$ cat src/rtl/matrix_result_streamer.sv
// rtl/matrix_result_streamer.sv - snapshots a result matrix on start and streams its valid elements row-major
module matrix_result_streamer #(
  parameter int DATA_W  = 8,
  parameter int MAX_DIM = 5
) (
  input  logic              clk,
  input  logic              rst_n,
  input  logic              start,
  input  logic              error_in,
  input  logic [2:0]        result_rows,
  input  logic [2:0]        result_cols,
  input  logic [DATA_W-1:0] result [0:MAX_DIM-1][0:MAX_DIM-1],
  input  logic              out_ready,
  output logic              out_valid,
  output logic [DATA_W-1:0] out_data,
  output logic [2:0]        out_row,
  output logic [2:0]        out_col,
  output logic              out_last,
  output logic              busy,
  output logic              done,
  output logic              err
);

  typedef enum logic [1:0] {IDLE, CHECK, SEND, FIN} state_t;

  localparam logic [2:0] DIM_MAX = 3'(MAX_DIM);

  state_t            state;
  state_t            state_next;
  logic [DATA_W-1:0] snap [0:MAX_DIM-1][0:MAX_DIM-1];
  logic [2:0]        snap_rows;
  logic [2:0]        snap_cols;
  logic              snap_error;
  logic              drained;
  logic              reject;
  logic              handshake;
  logic              col_wrap;
  logic [2:0]        next_row;
  logic [2:0]        next_col;
  logic              next_last;

  assign reject    = snap_error || (snap_rows == 3'd0) || (snap_cols == 3'd0) ||
                     (snap_rows > DIM_MAX) || (snap_cols > DIM_MAX);
  assign handshake = out_valid && out_ready;

  // Position of the element that follows the one currently presented.
  always_comb begin
    col_wrap  = (out_col == snap_cols - 3'd1);
    next_col  = col_wrap ? 3'd0 : out_col + 3'd1;
    next_row  = col_wrap ? out_row + 3'd1 : out_row;
    next_last = (next_row == snap_rows - 3'd1) && (next_col == snap_cols - 3'd1);
  end

  // State register.
  always_ff @(posedge clk or negedge rst_n) begin
    if (!rst_n) begin
      state <= IDLE;
    end else begin
      state <= state_next;
    end
  end

  // Next-state logic; SEND waits one extra cycle after the last handshake so
  // the output register retires the final element before done is raised.
  always_comb begin
    state_next = state;
    case (state)
      IDLE:    if (start) state_next = CHECK;
      CHECK:   state_next = reject ? FIN : SEND;
      SEND:    if (drained) state_next = FIN;
      FIN:     state_next = IDLE;
      default: state_next = IDLE;
    endcase
  end

  // Snapshot, status flags and the registered element stream.
  always_ff @(posedge clk or negedge rst_n) begin
    if (!rst_n) begin
      for (int r = 0; r < MAX_DIM; r++) begin
        for (int c = 0; c < MAX_DIM; c++) begin
          snap[r][c] <= '0;
        end
      end
      snap_rows  <= '0;
      snap_cols  <= '0;
      snap_error <= 1'b0;
      drained    <= 1'b0;
      busy       <= 1'b0;
      done       <= 1'b0;
      err        <= 1'b0;
      out_valid  <= 1'b0;
      out_data   <= '0;
      out_row    <= '0;
      out_col    <= '0;
      out_last   <= 1'b0;
    end else begin
      busy <= (state_next == CHECK) || (state_next == SEND);
      done <= (state_next == FIN);

      if (state == IDLE && start) begin
        snap       <= result;
        snap_rows  <= result_rows;
        snap_cols  <= result_cols;
        snap_error <= error_in;
        err        <= 1'b0;
      end else if (state == CHECK && reject) begin
        err <= 1'b1;
      end

      if (state == CHECK) begin
        drained <= 1'b0;
      end else if (state == SEND && handshake && out_last) begin
        drained <= 1'b1;
      end

      if (state == CHECK && !reject) begin
        out_valid <= 1'b1;
        out_data  <= snap[0][0];
        out_row   <= 3'd0;
        out_col   <= 3'd0;
        out_last  <= (snap_rows == 3'd1) && (snap_cols == 3'd1);
      end else if (state == SEND && handshake) begin
        if (out_last) begin
          out_valid <= 1'b0;
          out_data  <= '0;
          out_row   <= '0;
          out_col   <= '0;
          out_last  <= 1'b0;
        end else begin
          out_data <= snap[next_row][next_col];
          out_row  <= next_row;
          out_col  <= next_col;
          out_last <= next_last;
        end
      end
    end
  end

endmodule

$ cat config.mk
export PLATFORM = sky130hd
export DESIGN_NAME = matrix_result_streamer
export DESIGN_NICKNAME = d
export VERILOG_FILES = /design/src/rtl/matrix_result_streamer.sv
export SDC_FILE = /design/constraint.sdc
export NUM_CORES = 1
export LEC_CHECK = 0
export CAP_MARGIN = 20
export CORE_MARGIN = 10
export CORE_UTILIZATION = 45
export CTS_CLUSTER_DIAMETER = 120
export CTS_CLUSTER_SIZE = 8
export DETAILED_ROUTE_END_ITERATION = 10
export DONT_BUFFER_PORTS = 1
export SLEW_MARGIN = 10
export SYNTH_ARGS = -nofsm -noshare
export SYNTH_HDL_FRONTEND = slang
export SYNTH_SLANG_ARGS = --single-unit
$ cat constraint.sdc
create_clock -name clk -period 2.6 [get_ports clk]
set_input_delay 0 -clock clk [delete_from_list [all_inputs] [get_ports clk]]
set_output_delay 0 -clock clk [all_outputs]
set_load 0.01 [all_outputs]
==> out/qor.txt <==
post-synth top area cell: dfrtp_1
number of global-route vias before repair: 9,704
worst min-delay path class: in2async
fraction of final layout cells sized beyond drive strength 1: 37.5%
post-synth top area share: 50.5%
Root Driver: clkbuf_16
IO Pins: 230
CP Class: reg2reg
Iter 0 DRT Violations: 576
Synth Register Bits: 229
reg2reg end: out_data[5]
Syn Std Cell Area: 11,300 um2
setup TNS: -0.100 ns
most frequent cell on the critical path: buf_4
Clk pin slew, worst setup/hold paths: 0.06 ns
Netlist cell types: 68
CP Capture Type: register
drc violations: 0
Flop pwr share: 29.3%
largest net degree at the start of global routing: 230
status: finished, violations left
worst-skew pair later-pin latency: 0.50 ns
fin. max-slew vios: 0
FP Rows: 58
clk sinks: 229
Clock Path Buffers: 3
Critical path origin: snap_cols[1]
hpwl dp: 26,100 um
CP Cell Sequence: inv_2 > ha_4 > buf_4 > xnor3_2 > nand3_2 > buf_4 > mux2_2 > o21ai_0 > a32oi_2 > a21oi_1
crit path time final: 2.65 ns
Layout area overhead: 42.5%
worst hold slack: -0.788 ns
Hold Buf Count CTS: 218
maximum VDD drop: 0.000774 V
PnR worst setup slack: -0.0536 ns
DRT Pass-1 Iters: 5
Total GRT Usage: 23.4%
# setup viols final: 3
Via density: 5.72
Setup crit end: out_data[5]
Placed Area: 12,500 um2
Synth Flop Type: dfrtp_1
leakage power: 6.91 nW
warnings from Yosys: 0
endpoints failing hold: 229
crit path max fanout: 7
routed wire length per instance: 24.3 um
Post-Route WL: 38,100 um
die area: 32,000 um2
clock power share: 16.6%
Psw: 9.13 mW
routed via count: 8,988
FF-to-FF Start: snap_cols[1]
port buffer count: 0
CP max-delay cell: o21ai_0
Max-Cap Viols: 0
H-Tree Depth: 2
Final GP Congestion: 0.957
worst r2r path cells: 10
CTS tree: done
GRT Residual Overflow: 0
Area contributors post-synth: dfrtp_1 51%, mux2_2 22%, mux2i_1 3.5%
worst path required time: 3.03 ns
post-route ant nets: 0
antenna violations before repair: 4
violated checks: negative hold slack, negative setup slack
first-pass GRT wire length: 57,900 um
CP Data Arrival Time: 3.08 ns
power share of the combinational group: 54.1%
cell area after layout: 16,200 um2
register area share after synthesis: 50.5%
Die X: 179 um
Post-synth EDFFs: 0
CTS Buf Count: 34
Syn Area/Cell: 12.5 um2
starting density of the core: 45.4%
Pint: 14.2 mW
Reg2Reg Setup Slack: -0.05 ns
async set-reset flop share out of synthesis: 100%
Startpoint Class: register
Slew @ Worst Pin: 0.554 ns
Floorplan Core Area: 25,000 um2
Clock Skew: 0.0103 ns
Synthesized Nets: 1,132
RSZ-0062 raised after global routing: yes
Nets: 1,459
Final Cycle Share: 102%
sw frac: 39.1%
Critical Path Max Stage Delay: 0.40 ns
Slew HR: 63.1%
PwrDens: 1450 nW/um2
die height: 179 um
final core utilization: 64.7%
Max Freq: 377 MHz
Syn Inst Count: 908
Yosys cell counts, types with 11 or more instances:
cell type	number
mux2i_1	40
o221ai_1	12
nor2b_1	13
inv_1	12
a21oi_1	58
mux2_2	217
nand2_1	32
o21ai_0	23
clkbuf_1	38
nor2_1	44
ha_1	13
dfrtp_1	229
a31oi_1	11
metrics by stage:
stage	setup WS [ns]	power, mW	std cells
detailed placement	-0.248	17.3	1294
global route	-0.152	24.6	1570
global placement	-0.264	17.1	1294
finish	-0.0536	23.4	1571
CTS	-0.0855	22.2	1558
floorplan	-0.0476	13.1	908
layout make-up:
class | instances | area (um2)
fill | 1861 | 8810
multi-input combinational | 609 | 5750
sequential | 229 | 5730
timing repair buffer | 349 | 3310
clock buffer | 34 | 851
tap | 330 | 413
inverter | 12 | 47.5
clock inverter | 4 | 38.8
antenna | 4 | 10.0
flip-flops by register name, summed over array words and instances (netlist names):
signal	flops
err	1
state	2
drained	1
out_valid	1
out_col	3
done	1
out_last	1
snap_rows	3
snap_error	1
busy	1
snap_cols	3
snap	200
out_row	3
out_data	8
critical path, delay by kind of cell, from the launching register on:
family | cells | cell delay, ns
muxes | 1 | 0.39
adders and majority gates | 1 | 0.15
and+or+nand+nor | 1 | 0.15
buffers and inverters | 3 | 0.40
DFF | 1 | 0.38
AOI/OAI and AO/OA | 3 | 0.79
xor gates and xnor gates | 1 | 0.30
power by group through the flow:
stage,sequential [mW],clock [mW],combinational (mW)
3_3_place_gp,6.67,0,10.5
3_5_place_dp,6.69,0,10.6
4_1_cts,6.69,3.93,11.6
2_1_floorplan,6.18,0,6.90
5_1_grt,7.02,4.06,13.5
6_report,6.85,3.87,12.6
repair_timing:
item,4_1_cts,5_1_grt
endpoints found under the setup margin,9,9
endpoints found under the hold margin,444,229
gates cloned,1,1
setup buffers,7,10
pin swaps,20,42
gates resized for setup,31,52
layout by cell type, fill, tap and decap left out, types with 5 or more instances in the layout:
cell type | synthesis | routed
dfrtp_1 | 229 | 229
dlygate4sd3_1 | 0 | 218
mux2_2 | 217 | 217
buf_4 | 5 | 112
a21oi_1 | 58 | 55
nor2_1 | 44 | 43
clkbuf_16 | 0 | 34
nand2_1 | 32 | 30
mux2i_1 | 40 | 28
o21ai_0 | 23 | 18
nor2b_1 | 13 | 13
ha_1 | 13 | 11
inv_1 | 12 | 10
nand3_1 | 10 | 9
a31oi_1 | 11 | 9
buf_6 | 5 | 9
a221oi_1 | 10 | 8
a22oi_1 | 10 | 8
buf_12 | 0 | 8
a22o_1 | 7 | 7
mux2i_2 | 0 | 7
o21bai_1 | 7 | 7
a211oi_1 | 7 | 6
o221ai_2 | 0 | 6
o221ai_1 | 12 | 6
o21ai_1 | 1 | 5
xnor2_1 | 7 | 5
a221oi_2 | 6 | 5
mux2i_4 | 0 | 5
how the worst min path moves through the flow:
stage / from / cells past startpoint / endpoint / slack, ns
floorplan: rst_n / 0 / busy / -0.30
global placement: rst_n / 0 / snap[55] / -0.28
detailed placement: rst_n / 0 / snap[99] / -0.28
CTS: rst_n / 0 / snap[86] / -0.81
global route: rst_n / 0 / snap[59] / -0.81
finish: rst_n / 0 / snap[99] / -0.79
metal layers:
metal  vias to the layer above  GRT usage, %  part of all wire [%]  wire length, um
met1                      4547          30.4                    42            15800
li1                       4026             -                     -                -
met2                       344          37.4                    48            18200
met3                        71          5.86                   7.7             2940
met5                         -             0                     0                0
met4                         0          7.58                   2.9             1100
cells by family (layout without fill, tap and decap cells):
group                      after synthesis  in the layout  synth area share, %
and+or+nand+nor                        124            124                 5.30
other                                    0              4                    0
adders and majority gates               13             13                 1.43
AOI/OAI and AO/OA                      193            193                 12.2
buffers and inverters                   71            399                 2.93
xor gates and xnor gates                16             16                 1.84
muxes                                  262            263                 25.8
DFF                                    229            229                 50.5
Note: power is estimated with default switching activity, not from simulation.
